## src/rtl/fifo_wr_arbiter_if.sv

```systemverilog
// Bundle of the fifo_wr_arbiter handshake: requester side, FIFO write side and grant status.
// master: the arbiter. slave: requesters, FIFO and observers.
// Define FIFO_WR_ARB_TAG_EN to widen fifo_data_in by IDX_W bits for the source tag.
interface fifo_wr_arbiter_if #(
   parameter int unsigned N_REQ      = 4,
   parameter int unsigned DATA_WIDTH = 32,
   parameter int unsigned IDX_W      = 2
);
`ifdef FIFO_WR_ARB_TAG_EN
   localparam int unsigned FW = DATA_WIDTH + IDX_W;
`else
   localparam int unsigned FW = DATA_WIDTH;
`endif

   logic [N_REQ-1:0]            req_valid;
   logic [N_REQ-1:0]            req_last;
   logic [N_REQ*DATA_WIDTH-1:0] req_data;
   logic [N_REQ-1:0]            req_ready;
   logic                        fifo_full;
   logic                        fifo_wr_en;
   logic [FW-1:0]               fifo_data_in;
   logic                        grant_valid;
   logic [IDX_W-1:0]            grant_idx;

   modport master (
      input  req_valid, req_last, req_data, fifo_full,
      output req_ready, fifo_wr_en, fifo_data_in, grant_valid, grant_idx
   );

   modport slave (
      output req_valid, req_last, req_data, fifo_full,
      input  req_ready, fifo_wr_en, fifo_data_in, grant_valid, grant_idx
   );
endinterface

```

## src/rtl/fifo_wr_arbiter.sv

```systemverilog
// Round-robin arbiter sharing one FIFO write port between N_REQ producers, one burst of up to
// MAX_BURST beats per grant. The write path is combinational from the granted requester.
// Optional: define FIFO_WR_ARB_TAG_EN to prepend grant_idx to every written beat.
module fifo_wr_arbiter #(
   parameter int unsigned N_REQ      = 4,
   parameter int unsigned DATA_WIDTH = 32,
   parameter int unsigned MAX_BURST  = 8,
   parameter int unsigned IDX_W      = 2
) (
   input logic               clk,
   input logic               rst,
   fifo_wr_arbiter_if.master bus
);
   localparam int unsigned      CNT_W    = (MAX_BURST > 1) ? $clog2(MAX_BURST) : 1;
   localparam logic [CNT_W-1:0] LastBeat = CNT_W'(MAX_BURST - 1);
   localparam logic [IDX_W-1:0] LastIdx  = IDX_W'(N_REQ - 1);

   localparam logic [0:0] StIdle  = 1'b0;
   localparam logic [0:0] StBurst = 1'b1;

   logic [0:0]       state_q, state_d;
   logic [IDX_W-1:0] rr_ptr_q, rr_ptr_d;
   logic [IDX_W-1:0] grant_idx_q, grant_idx_d;
   logic [CNT_W-1:0] beat_cnt_q, beat_cnt_d;

   logic                  found;
   logic [IDX_W-1:0]      pick;
   logic [IDX_W-1:0]      cand_idx;
   int unsigned           cand;
   logic                  in_burst, valid_g, last_g, xfer, done;
   logic [IDX_W-1:0]      next_ptr;
   logic [DATA_WIDTH-1:0] slices [N_REQ];

   // Unpack the flattened payload bus so the granted slice is a plain array select.
   always_comb begin
      for (int i = 0; i < N_REQ; i++) begin
         slices[i] = bus.req_data[i*DATA_WIDTH +: DATA_WIDTH];
      end
   end

   // Round-robin search: first valid requester at or above rr_ptr, wrapping.
   always_comb begin
      found    = 1'b0;
      pick     = rr_ptr_q;
      cand     = 0;
      cand_idx = '0;
      for (int unsigned i = 0; i < N_REQ; i++) begin
         cand     = (32'(rr_ptr_q) + i) % N_REQ;
         cand_idx = IDX_W'(cand);
         if (!found && bus.req_valid[cand_idx]) begin
            found = 1'b1;
            pick  = cand_idx;
         end
      end
   end

   // Burst bookkeeping for the current owner; reset kills the beat in flight.
   always_comb begin
      in_burst = (state_q == StBurst);
      valid_g  = bus.req_valid[grant_idx_q];
      last_g   = bus.req_last[grant_idx_q];
      xfer     = in_burst && valid_g && !bus.fifo_full && !rst;
      // A full stall takes priority over the owner dropping valid.
      done     = in_burst && ((xfer && (beat_cnt_q == LastBeat || last_g)) ||
                              (!valid_g && !bus.fifo_full));
      next_ptr = (grant_idx_q == LastIdx) ? '0 : grant_idx_q + IDX_W'(1);
   end

   // Next-state: arbitrate in IDLE, count beats and detect burst end in BURST.
   always_comb begin
      state_d     = state_q;
      rr_ptr_d    = rr_ptr_q;
      grant_idx_d = grant_idx_q;
      beat_cnt_d  = beat_cnt_q;
      if (!in_burst) begin
         if (found) begin
            grant_idx_d = pick;
            beat_cnt_d  = '0;
            state_d     = StBurst;
         end
      end else begin
         if (xfer) begin
            beat_cnt_d = beat_cnt_q + CNT_W'(1);
         end
         if (done) begin
            state_d  = StIdle;
            rr_ptr_d = next_ptr;
         end
      end
   end

   // State registers with synchronous reset.
   always_ff @(posedge clk) begin
      if (rst) begin
         state_q     <= StIdle;
         rr_ptr_q    <= '0;
         grant_idx_q <= '0;
         beat_cnt_q  <= '0;
      end else begin
         state_q     <= state_d;
         rr_ptr_q    <= rr_ptr_d;
         grant_idx_q <= grant_idx_d;
         beat_cnt_q  <= beat_cnt_d;
      end
   end

   // Outputs: ready only to the owner while the FIFO has room; all gated off during reset.
   always_comb begin
      bus.req_ready = '0;
      if (in_burst && !bus.fifo_full && !rst) begin
         bus.req_ready[grant_idx_q] = 1'b1;
      end
      bus.fifo_wr_en  = xfer;
      bus.grant_valid = in_burst;
      bus.grant_idx   = grant_idx_q;
`ifdef FIFO_WR_ARB_TAG_EN
      bus.fifo_data_in = rst ? '0 : {grant_idx_q, slices[grant_idx_q]};
`else
      bus.fifo_data_in = rst ? '0 : slices[grant_idx_q];
`endif
   end
endmodule
```

## src/flat_wrapper.sv

```systemverilog
// flat-port wrapper written by rule: the top's interface ports become plain ports
module fifo_wr_arbiter_flat 
#(
   parameter int unsigned N_REQ      = 4,
   parameter int unsigned DATA_WIDTH = 32,
   parameter int unsigned MAX_BURST  = 8,
   parameter int unsigned IDX_W      = 2
)
  (clk, rst, bus_req_valid, bus_req_last, bus_req_data, bus_fifo_full, bus_req_ready, bus_fifo_wr_en, bus_fifo_data_in, bus_grant_valid, bus_grant_idx);
  fifo_wr_arbiter_if #(.N_REQ(N_REQ), .DATA_WIDTH(DATA_WIDTH), .IDX_W(IDX_W)) bus_i ();
  input logic clk;
  input logic rst;
  input wire logic [$bits(bus_i.req_valid)-1:0] bus_req_valid;
  input wire logic [$bits(bus_i.req_last)-1:0] bus_req_last;
  input wire logic [$bits(bus_i.req_data)-1:0] bus_req_data;
  input wire logic [$bits(bus_i.fifo_full)-1:0] bus_fifo_full;
  output wire logic [$bits(bus_i.req_ready)-1:0] bus_req_ready;
  output wire logic [$bits(bus_i.fifo_wr_en)-1:0] bus_fifo_wr_en;
  output wire logic [$bits(bus_i.fifo_data_in)-1:0] bus_fifo_data_in;
  output wire logic [$bits(bus_i.grant_valid)-1:0] bus_grant_valid;
  output wire logic [$bits(bus_i.grant_idx)-1:0] bus_grant_idx;
  assign bus_i.req_valid = bus_req_valid;
  assign bus_i.req_last = bus_req_last;
  assign bus_i.req_data = bus_req_data;
  assign bus_i.fifo_full = bus_fifo_full;
  assign bus_req_ready = bus_i.req_ready;
  assign bus_fifo_wr_en = bus_i.fifo_wr_en;
  assign bus_fifo_data_in = bus_i.fifo_data_in;
  assign bus_grant_valid = bus_i.grant_valid;
  assign bus_grant_idx = bus_i.grant_idx;
  fifo_wr_arbiter #(.N_REQ(N_REQ), .DATA_WIDTH(DATA_WIDTH), .MAX_BURST(MAX_BURST), .IDX_W(IDX_W)) u_core (.clk(clk), .rst(rst), .bus(bus_i));
endmodule
```

## config.mk

```make
export PLATFORM = sky130hd
export DESIGN_NAME = fifo_wr_arbiter_flat
export DESIGN_NICKNAME = d
export VERILOG_FILES = /design/src/rtl/fifo_wr_arbiter_if.sv /design/src/rtl/fifo_wr_arbiter.sv /design/src/flat_wrapper.sv
export SDC_FILE = /design/constraint.sdc
export NUM_CORES = 1
export LEC_CHECK = 0
export CORE_ASPECT_RATIO = 1.75
export CORE_MARGIN = 2
export CORE_UTILIZATION = 28
export CTS_CLUSTER_DIAMETER = 150
export CTS_CLUSTER_SIZE = 28
export DETAILED_ROUTE_END_ITERATION = 10
export PLACE_DENSITY_LB_ADDON = 0.05
export RECOVER_POWER = 50
export SLEW_MARGIN = 20
export SYNTH_ARGS = -nofsm -noshare
export SYNTH_HDL_FRONTEND = slang
export SYNTH_SLANG_ARGS = --single-unit
export TNS_END_PERCENT = 1
```

## constraint.sdc

```tcl
create_clock -name clk -period 2.08 [get_ports clk]
set_input_delay 0.416 -clock clk [delete_from_list [all_inputs] [get_ports clk]]
set_output_delay 0.416 -clock clk [all_outputs]
set_load 0.03 [all_outputs]
```

==> impl_metrics.py <==
metrics = {
    "synthesis": {
        "avgSynthCellArea_um2": 11.08,
        "syn_nets": 284,
        "synth-seq-area-share": 0.1040,
        "ys_seq_elements": 8,
        "synthCells": 139,
        "yosysTopAreaCell": "mux4_2",
        "yosysTopAreaCellShare": 0.4825,
        "ys.warnings.count": 0,
        "yosysUniqueCellTypes": 31,
        "synth_area_leaders": "mux4_2, nor2b_1, dfxtp_1",
        "netlist_area_um2": 1540,
    },
    "power_and_ir_drop": {
        "pwr_density_cell_nw_per_um2": 359.0,
        "seq_power_share": 0.140,
        "p_leak_nw": 1.401,
        "clockPowerShare": 0.145,
        "power_mw": 1.294,
        "combPwrFrac": 0.715,
        "p_int_mw": 0.8578,
        "ir_worst_vdd_mv": 0.5744,
        "p_sw_mw": 0.4366,
        "swShare": 0.3373,
    },
    "timing": {
        "grt_setup_unrepaired": "yes",
        "timing.hold.ws_ps": 475.9,
        "max-slew-margin-rel": 0.7462,
        "fin_crit_ps": 2144,
        "finClkSkew_ps": 3.268,
        "maxSlewViolCount": 0,
        "worst_pin_slew_ps": 371.1,
        "hold_viol": 0,
        "finalSetupViolCount": 8,
        "finalCritPeriodShare": 1.031,
        "fmax_ghz": 0.4664,
        "layout_setup_ws_ps": -64.14,
    },
    "drt": {
        "dr.pass1.iters": 4,
        "dr.first_iter.drc_count": 35,
        "wl_per_cell_um": 17.70,
        "drc_errors": 0,
        "antenna_left": 0,
        "wl_um": 7186,
        "routed-via-count": 1977,
        "via_per_inst": 4.869,
    },
    "critical_path": {
        "cp.required_ps": 1660,
        "cp_max_fo": 8,
        "critPathArrivalTime_ps": 1730,
        "critPathCaptureType": "primary output",
        "crit_chain": "buf_8 -> mux4_2 -> nor2b_1 -> clkdlybuf4s15_2",
        "cp-start-kind": "flop",
        "critPathKind": "flop to primary output",
        "cp_slowest_cell": "mux4_2",
        "rrSetupSlack_ps": 200,
        "slowest_delay_ps": 480,
    },
    "floorplan": {
        "rows": 35,
        "initial_core_util": 0.2907,
        "pin_count": 179,
        "chipWidth_um": 60.07,
        "dieArea_um2": 6134,
        "die_h_um": 102.1,
        "core_area_um2": 5299,
    },
    "cells_and_area": {
        "mostFrequentLayoutCells": "clkdlybuf4s50_1, mux4_2, buf_4",
        "nNetsFinal": 479,
        "fin_cells": 406,
        "final_common_cell": "clkdlybuf4s50_1",
        "areaGrowthSynthToFinish_pct": 134.1,
        "antenna_cells": 0,
        "drive_gt1_frac": 0.3584,
        "final_cell_area_um2": 3606,
    },
    "worst_hold_path": {
        "hp-class": "flop to flop",
    },
    "placement": {
        "dp_hpwl_um": 6171,
        "dp.cells": 401,
        "dp_slack_ps": -405.2,
        "port_buffers": 178,
        "post_dp_cell_area_um2": 3568,
        "routabilityCongestion": 0.7573,
    },
    "clock_network": {
        "cts-buffers-inserted": 3,
        "cts_max_level": 1,
        "clock_latency_ps": 230,
        "clkTransAtPathRegs_ps": 40,
        "cts_tree": "built",
        "clk_path_buf_depth": 2,
        "clock-sinks": 8,
        "ctsRootBufferMaster": "clkbuf_8",
    },
    "global_routing": {
        "gr-usage-all-layers": 0.2259,
        "grt_pass1_wl_um": 10410,
        "grt_max_degree": 20,
        "grt_antenna_before_repair": 0,
        "grt_overflow": 0,
        "grt_pass1_vias": 2162,
    },
    "status": {
        "status": "finished with violations",
        "violations": "setup timing",
    },
    "run": {
        "cap_violations": 0,
    },
}
[critical path: cells and delay by family (launching register included)]
| kind | cells | cell delay [ps] |
|---|---|---|
| buffers and inverters | 2 | 450 |
| DFF | 1 | 430 |
| muxes | 1 | 480 |
| and+or+nand+nor | 1 | 140 |
[timing repair]
action                     4_1_cts  5_1_grt
setup buffers                    1        0
resized for setup               98       38
gates cloned                     1        0
setup endpoints to repair       29       36
hold buffers                     0        0
pin swaps                        0        0
[layout make-up]
| cell class | instances | area (um2) |
|---|---|---|
| inverters | 6 | 22.52 |
| clock buffers | 3 | 41.29 |
| multi-input cells | 112 | 1344 |
| well taps | 74 | 92.59 |
| fillers | 450 | 1693 |
| repair buffers | 203 | 1941 |
| flip-flops and latches | 8 | 165.2 |
[path summary, 6_finish.rpt]
check | to | cells after the start | start
min reg2reg | u_core.beat_cnt_q[2] | 2 | u_core.beat_cnt_q[2]
min | u_core.beat_cnt_q[2] | 2 | u_core.beat_cnt_q[2]
max | bus_fifo_data_in[4] | 4 | u_core.bus.grant_idx[0]
max reg2reg | u_core.rr_ptr_q[0] | 4 | u_core.bus.grant_idx[0]
[power groups by stage]
stage          Combinational [mW]  Clock, mW  Sequential, mW
4_1_cts                     0.945      0.192           0.180
2_1_floorplan               0.445          0           0.185
3_3_place_gp                0.925          0           0.179
3_5_place_dp                0.939          0           0.180
6_report                    0.926      0.188           0.181
5_1_grt                     0.985      0.197           0.182
[kinds of logic after synthesis]
group                      Yosys count  share of synthesized area
buffers and inverters               19                    0.05605
muxes                               36                     0.5037
adders and majority gates            6                    0.04874
and+or+nand+nor                     57                     0.2226
AOI/OAI and AO/OA                   13                    0.06499
DFF                                  8                     0.1040
[flip-flops by register name, indices dropped and copies added (netlist names)]
name / count
u_core.beat_cnt_q: 3
u_core.bus.grant_idx: 2
u_core.bus.grant_valid: 1
u_core.rr_ptr_q: 2
[synth_stat cells]
library cell / instances
a2111oi_0: 1
a211oi_1: 3
a21oi_1: 3
a221oi_1: 1
and2_1: 4
buf_2: 3
buf_4: 1
buf_6: 1
clkbuf_1: 8
dfxtp_1: 8
ha_1: 6
inv_1: 6
mux2_1: 1
mux2_2: 1
mux2i_1: 1
mux4_2: 33
nand2_1: 4
nand2b_1: 3
nand3_1: 2
nand4b_1: 1
nor2_1: 1
nor2b_1: 35
nor3_1: 3
nor3b_1: 2
nor4_1: 1
o21a_1: 1
o21ai_0: 1
o221ai_1: 1
o31ai_1: 1
o32ai_2: 1
or2_2: 1
[layer usage]
layer	up-vias	GRT usage	wire length, um
li1	927	-	-
met1	922	0.2188	2291
met2	111	0.4406	3977
met3	17	0.05190	666
met4	0	0.08034	250
met5	-	0	0
[through the flow]
| step | TNS [ps] | util |
|---|---|---|
| floorplan | -3271 | - |
| global placement | -8094 | 0.6734 |
| detailed placement | -8412 | 0.6734 |
| CTS | -1791 | 0.6928 |
| global route | -1158 | 0.6805 |
| finish | -353.5 | 0.6805 |
Power figures use the tool's default switching activity.
